### src/rtl/apb_requester_if.sv
// apb_requester_if: client command/response signals plus the sel/enable/ready
// memory bus, bundled for the requester (master) and its environment (slave).
interface apb_requester_if #(
  parameter int ADDR_W = 4,
  parameter int DATA_W = 32
);

  // client command channel
  logic              cmd_valid;
  logic              cmd_ready;
  logic              cmd_op;
  logic [ADDR_W-1:0] cmd_addr;
  logic [DATA_W-1:0] cmd_wdata;

  // client response channel
  logic              rsp_valid;
  logic              rsp_err;
  logic [DATA_W-1:0] rsp_rdata;
  logic              busy;

  // responder bus
  logic              sel;
  logic              enable;
  logic              op;
  logic [ADDR_W-1:0] addr;
  logic [DATA_W-1:0] wdata;
  logic              ready;
  logic [DATA_W-1:0] rdata;

  modport master (
    input  cmd_valid, cmd_op, cmd_addr, cmd_wdata, ready, rdata,
    output cmd_ready, rsp_valid, rsp_err, rsp_rdata, busy,
           sel, enable, op, addr, wdata
  );

  modport slave (
    output cmd_valid, cmd_op, cmd_addr, cmd_wdata, ready, rdata,
    input  cmd_ready, rsp_valid, rsp_err, rsp_rdata, busy,
           sel, enable, op, addr, wdata
  );

endinterface

### src/rtl/apb_requester.sv
// apb_requester: initiator for the sel/enable/ready bus. Takes one command at a
// time from the client, runs SETUP then ACCESS, waits for ready (bounded by
// TIMEOUT ACCESS cycles) and returns a single-cycle response. Because a new
// command is only taken in IDLE, sel always drops for at least one cycle between
// transfers, giving the responder a fresh rising edge on sel&enable.
module apb_requester #(
  parameter int ADDR_W  = 4,
  parameter int DATA_W  = 32,
  parameter int TIMEOUT = 200
) (
  input  logic             clk,
  input  logic             rst,
  apb_requester_if.master  bus
);

  localparam int CNT_W = $clog2(TIMEOUT + 1);
  localparam logic [CNT_W-1:0] CNT_LAST = CNT_W'(TIMEOUT);
  localparam logic [CNT_W-1:0] CNT_ONE  = CNT_W'(1);

  typedef enum logic [1:0] {
    IDLE   = 2'd0,
    SETUP  = 2'd1,
    ACCESS = 2'd2
  } state_t;

  state_t           state;
  logic [CNT_W-1:0] count;
  logic [CNT_W-1:0] count_next;

  // ACCESS cycle number being completed at the coming edge
  assign count_next = count + CNT_ONE;

  // only IDLE takes commands; held low while reset is asserted
  assign bus.cmd_ready = (state == IDLE) && !rst;

  // transfer sequencer: IDLE -> SETUP -> ACCESS -> IDLE with registered outputs
  always_ff @(posedge clk or posedge rst) begin
    if (rst) begin
      state         <= IDLE;
      count         <= '0;
      bus.sel       <= 1'b0;
      bus.enable    <= 1'b0;
      bus.op        <= 1'b1;
      bus.addr      <= {ADDR_W{1'b0}};
      bus.wdata     <= {DATA_W{1'b0}};
      bus.rsp_valid <= 1'b0;
      bus.rsp_err   <= 1'b0;
      bus.rsp_rdata <= {DATA_W{1'b0}};
      bus.busy      <= 1'b0;
    end else begin
      bus.rsp_valid <= 1'b0;
      case (state)
        IDLE: begin
          if (bus.cmd_valid) begin
            bus.op    <= bus.cmd_op;
            bus.addr  <= bus.cmd_addr;
            bus.wdata <= bus.cmd_wdata;
            bus.sel   <= 1'b1;
            bus.busy  <= 1'b1;
            state     <= SETUP;
          end
        end
        SETUP: begin
          bus.enable <= 1'b1;
          count      <= '0;
          state      <= ACCESS;
        end
        ACCESS: begin
          if (bus.ready) begin
            bus.rsp_rdata <= bus.op ? bus.rdata : {DATA_W{1'b0}};
            bus.rsp_err   <= 1'b0;
            bus.rsp_valid <= 1'b1;
            bus.sel       <= 1'b0;
            bus.enable    <= 1'b0;
            bus.busy      <= 1'b0;
            count         <= '0;
            state         <= IDLE;
          end else if (count_next == CNT_LAST) begin
            bus.rsp_rdata <= {DATA_W{1'b0}};
            bus.rsp_err   <= 1'b1;
            bus.rsp_valid <= 1'b1;
            bus.sel       <= 1'b0;
            bus.enable    <= 1'b0;
            bus.busy      <= 1'b0;
            count         <= '0;
            state         <= IDLE;
          end else begin
            count <= count_next;
          end
        end
        default: begin
          bus.sel    <= 1'b0;
          bus.enable <= 1'b0;
          bus.busy   <= 1'b0;
          count      <= '0;
          state      <= IDLE;
        end
      endcase
    end
  end

endmodule
### src/flat_wrapper.sv
// flat-port wrapper written by rule: the top's interface ports become plain ports
module apb_requester_flat 
#(
  parameter int ADDR_W  = 4,
  parameter int DATA_W  = 32,
  parameter int TIMEOUT = 200
)
  (clk, rst, bus_cmd_valid, bus_cmd_op, bus_cmd_addr, bus_cmd_wdata, bus_ready, bus_rdata, bus_cmd_ready, bus_rsp_valid, bus_rsp_err, bus_rsp_rdata, bus_busy, bus_sel, bus_enable, bus_op, bus_addr, bus_wdata);
  apb_requester_if #(.ADDR_W(ADDR_W), .DATA_W(DATA_W)) bus_i ();
  input  logic clk;
  input  logic rst;
  input wire logic [$bits(bus_i.cmd_valid)-1:0] bus_cmd_valid;
  input wire logic [$bits(bus_i.cmd_op)-1:0] bus_cmd_op;
  input wire logic [$bits(bus_i.cmd_addr)-1:0] bus_cmd_addr;
  input wire logic [$bits(bus_i.cmd_wdata)-1:0] bus_cmd_wdata;
  input wire logic [$bits(bus_i.ready)-1:0] bus_ready;
  input wire logic [$bits(bus_i.rdata)-1:0] bus_rdata;
  output wire logic [$bits(bus_i.cmd_ready)-1:0] bus_cmd_ready;
  output wire logic [$bits(bus_i.rsp_valid)-1:0] bus_rsp_valid;
  output wire logic [$bits(bus_i.rsp_err)-1:0] bus_rsp_err;
  output wire logic [$bits(bus_i.rsp_rdata)-1:0] bus_rsp_rdata;
  output wire logic [$bits(bus_i.busy)-1:0] bus_busy;
  output wire logic [$bits(bus_i.sel)-1:0] bus_sel;
  output wire logic [$bits(bus_i.enable)-1:0] bus_enable;
  output wire logic [$bits(bus_i.op)-1:0] bus_op;
  output wire logic [$bits(bus_i.addr)-1:0] bus_addr;
  output wire logic [$bits(bus_i.wdata)-1:0] bus_wdata;
  assign bus_i.cmd_valid = bus_cmd_valid;
  assign bus_i.cmd_op = bus_cmd_op;
  assign bus_i.cmd_addr = bus_cmd_addr;
  assign bus_i.cmd_wdata = bus_cmd_wdata;
  assign bus_i.ready = bus_ready;
  assign bus_i.rdata = bus_rdata;
  assign bus_cmd_ready = bus_i.cmd_ready;
  assign bus_rsp_valid = bus_i.rsp_valid;
  assign bus_rsp_err = bus_i.rsp_err;
  assign bus_rsp_rdata = bus_i.rsp_rdata;
  assign bus_busy = bus_i.busy;
  assign bus_sel = bus_i.sel;
  assign bus_enable = bus_i.enable;
  assign bus_op = bus_i.op;
  assign bus_addr = bus_i.addr;
  assign bus_wdata = bus_i.wdata;
  apb_requester #(.ADDR_W(ADDR_W), .DATA_W(DATA_W), .TIMEOUT(TIMEOUT)) u_core (.clk(clk), .rst(rst), .bus(bus_i));
endmodule
### config.mk
export PLATFORM = sky130hd
export DESIGN_NAME = apb_requester_flat
export DESIGN_NICKNAME = d
export VERILOG_FILES = /design/src/rtl/apb_requester_if.sv /design/src/rtl/apb_requester.sv /design/src/flat_wrapper.sv
export SDC_FILE = /design/constraint.sdc
export NUM_CORES = 1
export LEC_CHECK = 0
export BUFFER_PORTS_ARGS = -buffer_cell sky130_fd_sc_hd__clkbuf_2
export CORE_MARGIN = 1.5
export CORE_UTILIZATION = 42
export DETAILED_ROUTE_END_ITERATION = 8
export GPL_TIMING_DRIVEN = 0
export PLACE_DENSITY = 0.75
export SLEW_MARGIN = 20
export SYNTH_ARGS = -nofsm -noshare
export SYNTH_HDL_FRONTEND = slang
export SYNTH_SLANG_ARGS = --single-unit
### constraint.sdc
create_clock -name clk -period 2.3 [get_ports clk]
set_clock_uncertainty 0.05 [all_clocks]
set_input_delay 0 -clock clk [delete_from_list [all_inputs] [get_ports clk]]
set_output_delay 0 -clock clk [all_outputs]
set_load 0.03 [all_outputs]
==> results by group, run 1 <==
Status
  • Status: finished, final reports clean

Timing
  • Final setup viols: 0
  • Setup ws final: 113.8 ps
  • RSZ-0062 raised after global routing: no
  • Slew Limit Fails: 0
  • Final Hold Violating Endpoints: 0
  • Worst slew margin: 65.03%
  • Fmax achieved: 0.4574 GHz
  • Worst-Margin Slew: 524.5 ps
  • Final critical-path share of the clock period: 95.05%
  • Minimum clock period: 2186 ps

Detailed routing
  • DRT Pass-1 Iters: 4
  • DR vias/cell: 4.943
  • Post-route antenna net violation count: 0
  • DRT iter0 DRCs: 128
  • Total number of vias: 2842
  • WL/cell: 14.86 um
  • Detailed Route WL: 8544 um
  • DRC viols: 0

Min path
  • Hold Path Origin: bus_ready
  • Worst hold-check path type: in -> reg

Yosys
  • Synthesized area: 0.003323 sq mm
  • Most used DFF post-synth: dfrtp_1
  • Synth cell count leaders: dfrtp_1 (82), mux2_2 (38), a22o_1 (32)
  • Syn Area/Cell: 13.85 sq um
  • Register area share after synthesis: 62.54%
  • #FFs+latches synth: 83
  • Synth area leader: dfrtp_1
  • Synth warn: 0
  • Net count after synthesis: 314
  • Cells after Synth: 240
  • Most numerous cell in the Yosys netlist: dfrtp_1
  • Top cell type's share of synthesized area: 61.75%
  • Asr flop ratio synth: 100.0%
  • Post-synth cell types: 38
  • Post-synth EDFFs: 0
  • Synth top area cells: dfrtp_1 (62%), mux2_2 (13%), a22o_1 (8.4%)

Global routing
  • Antenna violations before repair: 0
  • Global-route wire length before repair: 13740 um
  • Largest net degree at the start of global routing: 52
  • Total track usage: 20.86%
  • Number of global-route vias before repair: 2915
  • Total grt overflow: 0

CTS
  • Clock-pin slew on the worst setup and hold paths: 80 ps
  • Root buf cell: clkbuf_8
  • Resized Gates After CTS: 0
  • Hold Buf Count CTS: 70
  • Later-pin clock latency in the skew report: 340 ps
  • CTS tree: built
  • H-Tree Depth: 3
  • CTS Sinks: 83
  • CTS Buf Count: 9
  • Setup Buffers After CTS: 0
  • CTS max path bufs: 2

Power and ir drop
  • Int Power: 0.004018 W
  • Switching Share: 41.88%
  • Reg power frac: 35.4%
  • NetSw: 0.002895 W
  • Clock Power Share: 18.2%
  • Comb power frac: 46.4%
  • Pwr Density: 1340 mW/mm^2
  • Max IR drop VDD: 0.7975 mV
  • P_leak: 2.531 nW

Final layout
  • Area growth syn-to-layout: 55.20%
  • Sequential cell area: 0.002078 sq mm
  • Fillers: 575
  • # diodes: 0
  • Multi-input logic area: 0.001110 sq mm
  • Nets: 543
  • Share of layout cells above drive strength 1: 45.45%
  • Core Util, Final: 67.09%
  • Cell Count, Final, Fillers Out: 575

Setup path
  • Critical Path Start Type: register
  • WP data required: 2480 ps
  • Crit path DAT: 2360 ps
  • FF-to-FF Start: u_core.count[4]$_DFFE_PP0N_
  • CP Capture Type: register
  • Crit. Startpoint: u_core.count[4]$_DFFE_PP0N_
  • CP max FO: 10
  • Setup CP Type: reg -> reg

Flow run
  • Max cap viols: 0

Placement
  • Gpl congestion: 0.8041
  • Number of port buffers: 147
  • Pre-CTS WS: 130.4 ps
  • Placed cell count: 490
  • Final HPWL DP: 5337 um

Die
  • Core area: 0.007687 sq mm
  • Starting density of the core: 43.23%
  • Rows: 32
  • Ports: 148
  • Die height: 91.95 um
  • Die Area: 0.008455 sq mm
  • DIE WIDTH: 91.95 um
==> state kept, by name, indices dropped and copies added (netlist names), 2 cells and up <==
signal,cells
u_core.state,2
u_core.bus.addr,4
u_core.bus.wdata,32
u_core.bus.rsp_rdata,32
u_core.count,8
==> cell usage in the layout, fill, tap and decap left out, types with 2 or more instances in the layout <==
master and instances:
and3_1 2, buf_6 5, nand2_1 4, nor3_1 4, nand3_1 3, mux2_2 38
a21oi_1 6, dfrtp_1 82, o22ai_1 2, nand4_1 4, nor2_1 9, o21ai_0 3
and2_1 3, a22o_1 32, clkbuf_1 12, dlygate4sd3_1 70, bufinv_16 3, clkbuf_8 10
nand2b_1 3, nand3b_1 2, a22oi_1 2, buf_2 3, clkbuf_2 147, inv_1 3
==> power groups by stage <==
| stage | combinational (W) | clock [W] | sequential, W |
|---|---|---|---|
| 2_1_floorplan | 0.00103 | 0 | 0.00360 |
| 3_3_place_gp | 0.00305 | 0 | 0.00243 |
| 3_5_place_dp | 0.00312 | 0 | 0.00245 |
| 4_1_cts | 0.00321 | 0.00129 | 0.00244 |
| 5_1_grt | 0.00339 | 0.00136 | 0.00252 |
| 6_report | 0.00321 | 0.00126 | 0.00245 |
==> critical path: stages, from the launching register on <==
cell and delay (ps):
dfrtp_1 380, buf_6 130, and3_4 180, a211o_1 330, a211oi_4 430, o21ai_4 150
buf_6 170, a22o_1 240
==> stage by stage <==
stage	area (sq um)	setup TNS [ps]	power (W)	hold slack, ps
floorplan	3323	0	0.004635	62.49
global placement	4187	-65230	0.005482	167.1
detailed placement	4217	0	0.005575	-18.29
CTS	5157	0	0.006939	58.62
global route	5157	0	0.007278	90.40
finish	5157	0	0.006913	63.87
==> path summary, 6_finish.rpt <==
path / slack (ps) / end / depth (start not counted)
setup / recovery: 110 / u_core.bus.rsp_rdata[3]$_DFFE_PP0P_ / 7
hold / removal: 60 / u_core.bus.rsp_valid$_DFF_PP0_ / 4
setup reg to reg: 110 / u_core.bus.rsp_rdata[3]$_DFFE_PP0P_ / 7
hold reg to reg: 440 / u_core.bus.enable$_DFFE_PP0P_ / 1
max in group asynchronous: 1400 / u_core.bus.op$_DFFE_PP1P_ / 4
min in group asynchronous: 160 / u_core.bus.wdata[1]$_DFFE_PP0P_ / 3
==> cell type report <==
| type | count | area share, % |
|---|---|---|
| Timing Repair Buffer | 218 | 28.38 |
| Inverter | 4 | 0.3396 |
| Sequential cell | 83 | 40.30 |
| Clock buffer | 11 | 2.741 |
| Clock inverter | 4 | 1.917 |
| Tap cell | 102 | 2.475 |
| Multi-Input combinational cell | 133 | 21.52 |
| Buffer | 20 | 2.329 |
==> cell families after synthesis <==
logic type | synth area share, %
AOI/OAI and AO/OA | 13.71
xor gates and xnor gates | 0.2636
adders and majority gates | 0.3764
buffers and inverters | 4.066
DFF | 62.54
muxes | 12.88
and+or+nand+nor | 6.174
==> routing by layer <==
metal,global-route usage (%),share of wire [%],up-vias
li1,-,-,1332
met1,25.00,41,1394
met2,36.11,52,104
met3,4.478,5.5,12
met4,8.974,1.9,0
met5,0,0,-
Power figures use the tool's default switching activity.
==> run 2, diff against run 1 <==
--- a/config.mk
+++ b/config.mk
@@ -8,3 +8,3 @@
 export BUFFER_PORTS_ARGS = -buffer_cell sky130_fd_sc_hd__clkbuf_2
-export CORE_MARGIN = 1.5
+export CORE_MARGIN = 5
 export CORE_UTILIZATION = 42
==> constraint.sdc (replaced) <==
create_clock -name clk -period 2.3 [get_ports clk]
set_clock_uncertainty 0.05 [all_clocks]
set_input_delay 0.23 -clock clk [delete_from_list [all_inputs] [get_ports clk]]
set_output_delay 0.23 -clock clk [all_outputs]
set_load 0.03 [all_outputs]
==> results by group, run 2 (synthesized netlist as in run 1, its figures left out) <==
Detailed routing
  • Post-route antenna net violation count: 0 (unchanged)
  • WL/cell: 15.13 um (+1.8%)
  • DRC viols: 0 (unchanged)
  • Detailed Route WL: 7684 um (-10%)
  • DRT iter0 DRCs: 71 (-45%)
  • Total number of vias: 2502 (-12%)
  • DRT Pass-1 Iters: 4 (unchanged)
  • DR vias/cell: 4.925 (-0.35%)

Setup path
  • Critical path cell sequence: buf_6, and3_4, a211o_1, a211oi_4, o21ai_4, buf_6, a22o_1
  • CP max stage cell: a211oi_4
  • Instance count on the critical path: 7 (unchanged)
  • WP data required: 2480 ps (about the same)
  • CP Capture Type: register
  • CP max FO: 10 (unchanged)
  • Cell family with the largest share of critical-path delay: compound AO/OA/AOI/OAI gates
  • R2r worst-path depth: 7 (unchanged)
  • Crit path DAT: 2320 ps (-40 ps)
  • CP most frequent cell: buf_6
  • Critical Path Start Type: register
  • Slowest Stage Delay on Critical Path: 420 ps (about the same)
  • Setup CP Type: reg -> reg
  • CP Buf/Inv Count: 2 (unchanged)

Final layout
  • Cell Count, Final, Fillers Out: 508 (-12%)
  • Area growth syn-to-layout: 33.70%
  • # diodes: 0 (unchanged)
  • Nets: 475 (-13%)
  • Core Util, Final: 57.50% (-9.6 points)
  • Most frequent cells in the layout: clkbuf_2 (147), dfrtp_1 (82), mux2_2 (38)
  • Top Registers: u_core.bus.rsp_rdata x32, u_core.bus.wdata x32, u_core.count x8
  • Commonest non-fill, non-tap cell in the layout: clkbuf_2
  • Share of layout cells above drive strength 1: 53.45% (+8.0 points)

Timing
  • Fmax achieved: 0.4666 GHz (+2.0%)
  • Final hold slack: 41.92 ps (-21.95 ps)
  • Minimum clock period: 2143 ps (-42.94 ps)
  • Final critical-path share of the clock period: 93.18% (-1.9 points)
  • TNS Setup: 0 ps (unchanged)
  • Worst slew margin: 63.99% (-1.0 points)
  • Final setup viols: 0 (unchanged)
  • RSZ-0062 raised after global routing: no
  • Slew Limit Fails: 0 (unchanged)
  • Setup ws final: 156.8 ps (+42.94 ps)
  • Final Hold Violating Endpoints: 0 (unchanged)
  • Worst-Margin Slew: 540.2 ps (+15.69 ps)

Min path
  • Hold depth: 2 (-2)
  • Worst hold-check path type: in -> reg

CTS
  • Resized Gates After CTS: 0 (unchanged)
  • H-Tree Depth: 3 (unchanged)
  • Clock-pin slew on the worst setup and hold paths: 90 ps (about the same)
  • CTS tree: built
  • CTS max path bufs: 2 (unchanged)
  • CTS Buf Count: 9 (unchanged)
  • Setup Buffers After CTS: 0 (unchanged)
  • CTS Sinks: 83 (unchanged)
  • Root buf cell: clkbuf_8
  • Later-pin clock latency in the skew report: 340 ps (about the same)

Die
  • Die height: 98.95 um (+7.6%)
  • Rows: 32 (unchanged)
  • Ports: 148 (unchanged)
  • Starting density of the core: 43.01% (-0.22 points)
  • DIE WIDTH: 98.95 um (+7.6%)
  • Die Area: 0.009791 sq mm (+16%)
  • Core area: 0.007727 sq mm (+0.52%)

Placement
  • Final HPWL DP: 5894 um (+10%)
  • Number of port buffers: 147 (unchanged)
  • Gpl congestion: 0.8024 (-0.21%)
  • Pre-CTS WS: 159.5 ps (+29.13 ps)
  • Placed cell count: 491 (+0.20%)

Power and ir drop
  • Pwr Density: 1484 mW/mm^2 (+11%)
  • Switching Share: 43.40% (+1.5 points)
  • Comb power frac: 47.0% (+0.6 points)
  • Clock Power Share: 16.0% (-2.2 points)
  • Max IR drop VDD: 0.6915 mV (-13%)
  • Int Power: 0.003731 W (-7.1%)
  • NetSw: 0.002861 W (-1.2%)
  • Reg power frac: 36.9% (+1.5 points)
  • P_leak: 2.217 nW (-12%)

Global routing
  • Total track usage: 16.74% (-4.1 points)
  • Total grt overflow: 0 (unchanged)
  • Antenna violations before repair: 0 (unchanged)
  • Global-route wire length before repair: 13250 um (-3.6%)
  • Number of global-route vias before repair: 2751 (-5.6%)
  • Largest net degree at the start of global routing: 33 (-37%)

Status
  • Status: finished, final reports clean

Flow run
  • Max cap viols: 0 (unchanged)
[run 2: path summary, 6_finish.rpt]
path,startpoint,endpoint,slack (ps)
max reg2reg,u_core.count[4]$_DFFE_PP0N_,u_core.bus.rsp_rdata[6]$_DFFE_PP0P_,160
min reg2reg,u_core.bus.enable$_DFFE_PP0P_,u_core.bus.enable$_DFFE_PP0P_,440
min in group asynchronous,rst,u_core.state[0]$_DFFE_PP0P_,430
min,bus_rdata[3],u_core.bus.rsp_rdata[3]$_DFFE_PP0P_,40
max in group asynchronous,rst,u_core.bus.rsp_rdata[22]$_DFFE_PP0P_,1020
max,u_core.count[4]$_DFFE_PP0N_,u_core.bus.rsp_rdata[6]$_DFFE_PP0P_,160
[run 2: metal layers]
metal	vias up	GRT usage, %	part of all wire, %
li1	1199	-	-
met1	1195	21.20	42
met2	97	26.65	48
met3	11	6.369	8.6
met4	0	5.147	1.4
met5	-	0	0
[run 2: power by group through the flow]
stage          clock (W)  combinational, W  sequential (W)
6_report         0.00106           0.00310         0.00243
5_1_grt          0.00116           0.00332         0.00253
4_1_cts          0.00109           0.00315         0.00244
3_5_place_dp           0           0.00315         0.00246
3_3_place_gp           0           0.00308         0.00243
2_1_floorplan          0           0.00103         0.00360
[run 2: layout make-up]
class / instances / area [sq um]
fill: 660 / 3284
sequential: 83 / 2078
multi-input combinational: 133 / 1110
timing repair buffer: 150 / 785.8
clock buffer: 11 / 141.4
tap: 102 / 127.6
buffer: 20 / 120.1
clock inverter: 5 / 61.31
inverter: 4 / 18.77
[run 2: timing repair]
item	CTS	global route
endpoints found under the hold margin	21	0
setup endpoints to repair	0	0
hold buffers	1	0
[run 2: per-stage QoR]
stage | power, W | instance area [sq um]
after floorplan | 0.004635 | 3327
after detailed placement | 0.005604 | 4230
final | 0.006591 | 4443
after CTS | 0.006675 | 4443
after global routing | 0.006999 | 4443
after global placement | 0.005518 | 4190
==> run 3, diff against run 2 <==
- BUFFER_PORTS_ARGS: -buffer_cell sky130_fd_sc_hd__clkbuf_2 -> -buffer_cell sky130_fd_sc_hd__buf_4
==> results by group, run 3 (synthesized netlist as in run 1, its figures left out) <==
Detailed routing
  • Total number of vias: 2503 (+0.040%)
  • Detailed Route WL: 7804 um (+1.6%)
  • WL/cell: 15.36 um (+1.6%)
  • DRC viols: 0 (unchanged)
  • Post-route antenna net violation count: 0 (unchanged)
  • DRT Pass-1 Iters: 4 (unchanged)
  • DRT iter0 DRCs: 52 (-27%)
  • DR vias/cell: 4.927 (about the same)

Global routing
  • Antenna violations before repair: 0 (unchanged)
  • Total track usage: 16.28% (-0.46 points)
  • Total grt overflow: 0 (unchanged)
  • Largest net degree at the start of global routing: 36 (+9.1%)
  • Number of global-route vias before repair: 2694 (-2.1%)
  • Global-route wire length before repair: 12910 um (-2.6%)

Setup path
  • Crit path DAT: 2300 ps (-20 ps)
  • CP max stage cell: a211oi_4
  • CP Capture Type: register
  • CP max FO: 10 (unchanged)
  • Critical path cell sequence: buf_6, and3_4, a211o_1, a211oi_4, o21ai_4, buf_6, a22o_1
  • Register-to-register setup slack: 170 ps (+20 ps)
  • Critical Path Start Type: register
  • CP most frequent cell: buf_6
  • Setup CP Type: reg -> reg
  • WP data required: 2470 ps (about the same)
  • Slowest Stage Delay on Critical Path: 400 ps (-20 ps)

Die
  • DIE WIDTH: 98.95 um (unchanged)
  • Die height: 98.95 um (unchanged)
  • Ports: 148 (unchanged)
  • Rows: 32 (unchanged)
  • Starting density of the core: 43.01% (unchanged)
  • Core area: 0.007727 sq mm (unchanged)
  • Die Area: 0.009791 sq mm (unchanged)

Final layout
  • Core Util, Final: 62.35% (+4.9 points)
  • # diodes: 0 (unchanged)
  • Commonest non-fill, non-tap cell in the layout: buf_4
  • Share of layout cells above drive strength 1: 53.69% (+0.25 points)
  • Top Registers: u_core.bus.rsp_rdata x32, u_core.bus.wdata x32, u_core.count x8
  • Most frequent cells in the layout: buf_4 (148), dfrtp_1 (82), mux2_2 (38)
  • Cell Count, Final, Fillers Out: 508 (unchanged)
  • Sequential cell area: 0.002078 sq mm (unchanged)
  • Nets: 475 (unchanged)
  • Area growth syn-to-layout: 44.99%
  • Fillers: 641 (-2.9%)
  • Multi-input logic area: 0.001110 sq mm (unchanged)

Timing
  • Worst slew margin: 63.89% (-0.098 points)
  • Minimum clock period: 2125 ps (-18.08 ps)
  • Slew Limit Fails: 0 (unchanged)
  • Final Hold Violating Endpoints: 0 (unchanged)
  • Fmax achieved: 0.4706 GHz (+0.85%)
  • Final critical-path share of the clock period: 92.40% (-0.79 points)
  • Worst-Margin Slew: 541.7 ps (+1.462 ps)
  • TNS Setup: 0 ps (unchanged)
  • RSZ-0062 raised after global routing: no
  • Final setup viols: 0 (unchanged)

CTS
  • CTS max path bufs: 2 (unchanged)
  • Hold Buf Count CTS: 1 (unchanged)
  • Later-pin clock latency in the skew report: 330 ps (about the same)
  • Clock-pin slew on the worst setup and hold paths: 90 ps (about the same)
  • Resized Gates After CTS: 0 (unchanged)
  • CTS Buf Count: 9 (unchanged)
  • H-Tree Depth: 3 (unchanged)
  • Root buf cell: clkbuf_8
  • CTS tree: built
  • CTS Sinks: 83 (unchanged)
  • Setup Buffers After CTS: 0 (unchanged)

Placement
  • Final HPWL DP: 6028 um (+2.3%)
  • Placed cell count: 491 (unchanged)
  • Gpl congestion: 0.7873 (-1.9%)
  • Number of port buffers: 147 (unchanged)

Power and ir drop
  • Pwr Density: 1452 mW/mm^2 (-2.1%)
  • Max IR drop VDD: 0.7340 mV (+6.2%)
  • P_leak: 2.326 nW (+4.9%)

Min path
  • Worst hold-check path type: in -> reg

Status
  • Status: finished, final reports clean

Flow run
  • Max cap viols: 0 (unchanged)
==> run 3: metal layers <==
| layer | GRT usage [%] | share of wire (%) | routed length (um) |
|---|---|---|---|
| met4 | 5.777 | 1.6 | 124 |
| met3 | 6.582 | 9.4 | 730 |
| met1 | 20.46 | 41 | 3233 |
| met2 | 25.41 | 48 | 3715 |
| met5 | 0 | 0 | 0 |
==> run 3: final cells by class <==
class | count | area share, %
Sequential cell | 83 | 43.13
Timing Repair Buffer | 150 | 23.94
Multi-Input combinational cell | 133 | 23.03
Clock buffer | 11 | 3.142
Tap cell | 102 | 2.649
Buffer | 20 | 2.493
Clock inverter | 5 | 1.220
Inverter | 4 | 0.3895
==> run 3: power breakdown <==
part | internal, W | total [W] | switching (W)
registers | 0.00209 | 0.00243 | 0.000340
clock network | 0.000563 | 0.00107 | 0.000509
logic | 0.00149 | 0.00349 | 0.00200
total | 0.00414 | 0.00700 | 0.00285
==> run 3: worst max-delay path: cells and delay by family, from the launching register on <==
kind,cells,cell delay (ps)
AOI/OAI and AO/OA,4,1090
buffers and inverters,2,300
DFF,1,380
and+or+nand+nor,1,180
==> run 3: per-stage QoR <==
stage | worst slack [ps] | hold slack (ps) | total power, W | area, sq um
after floorplan | 342.0 | 312.5 | 0.004635 | 3327
after global placement | 197.2 | 396.3 | 0.005928 | 4558
after detailed placement | 171.8 | 217.3 | 0.006006 | 4598
after CTS | 149.9 | 28.61 | 0.007092 | 4818
after global routing | 68.32 | 31.19 | 0.007389 | 4818
final | 174.8 | 46.35 | 0.006996 | 4818
==> run 3: final timing paths <==
check	start	to	cells after the start
min	bus_rdata[31]	u_core.bus.rsp_rdata[31]$_DFFE_PP0P_	2
max in group asynchronous	rst	u_core.bus.rsp_rdata[21]$_DFFE_PP0P_	5
min in group asynchronous	rst	u_core.bus.wdata[5]$_DFFE_PP0P_	3
max reg2reg	u_core.count[4]$_DFFE_PP0N_	u_core.bus.rsp_rdata[5]$_DFFE_PP0P_	7
min reg2reg	u_core.bus.enable$_DFFE_PP0P_	u_core.bus.enable$_DFFE_PP0P_	1
max	u_core.count[4]$_DFFE_PP0N_	u_core.bus.rsp_rdata[5]$_DFFE_PP0P_	7
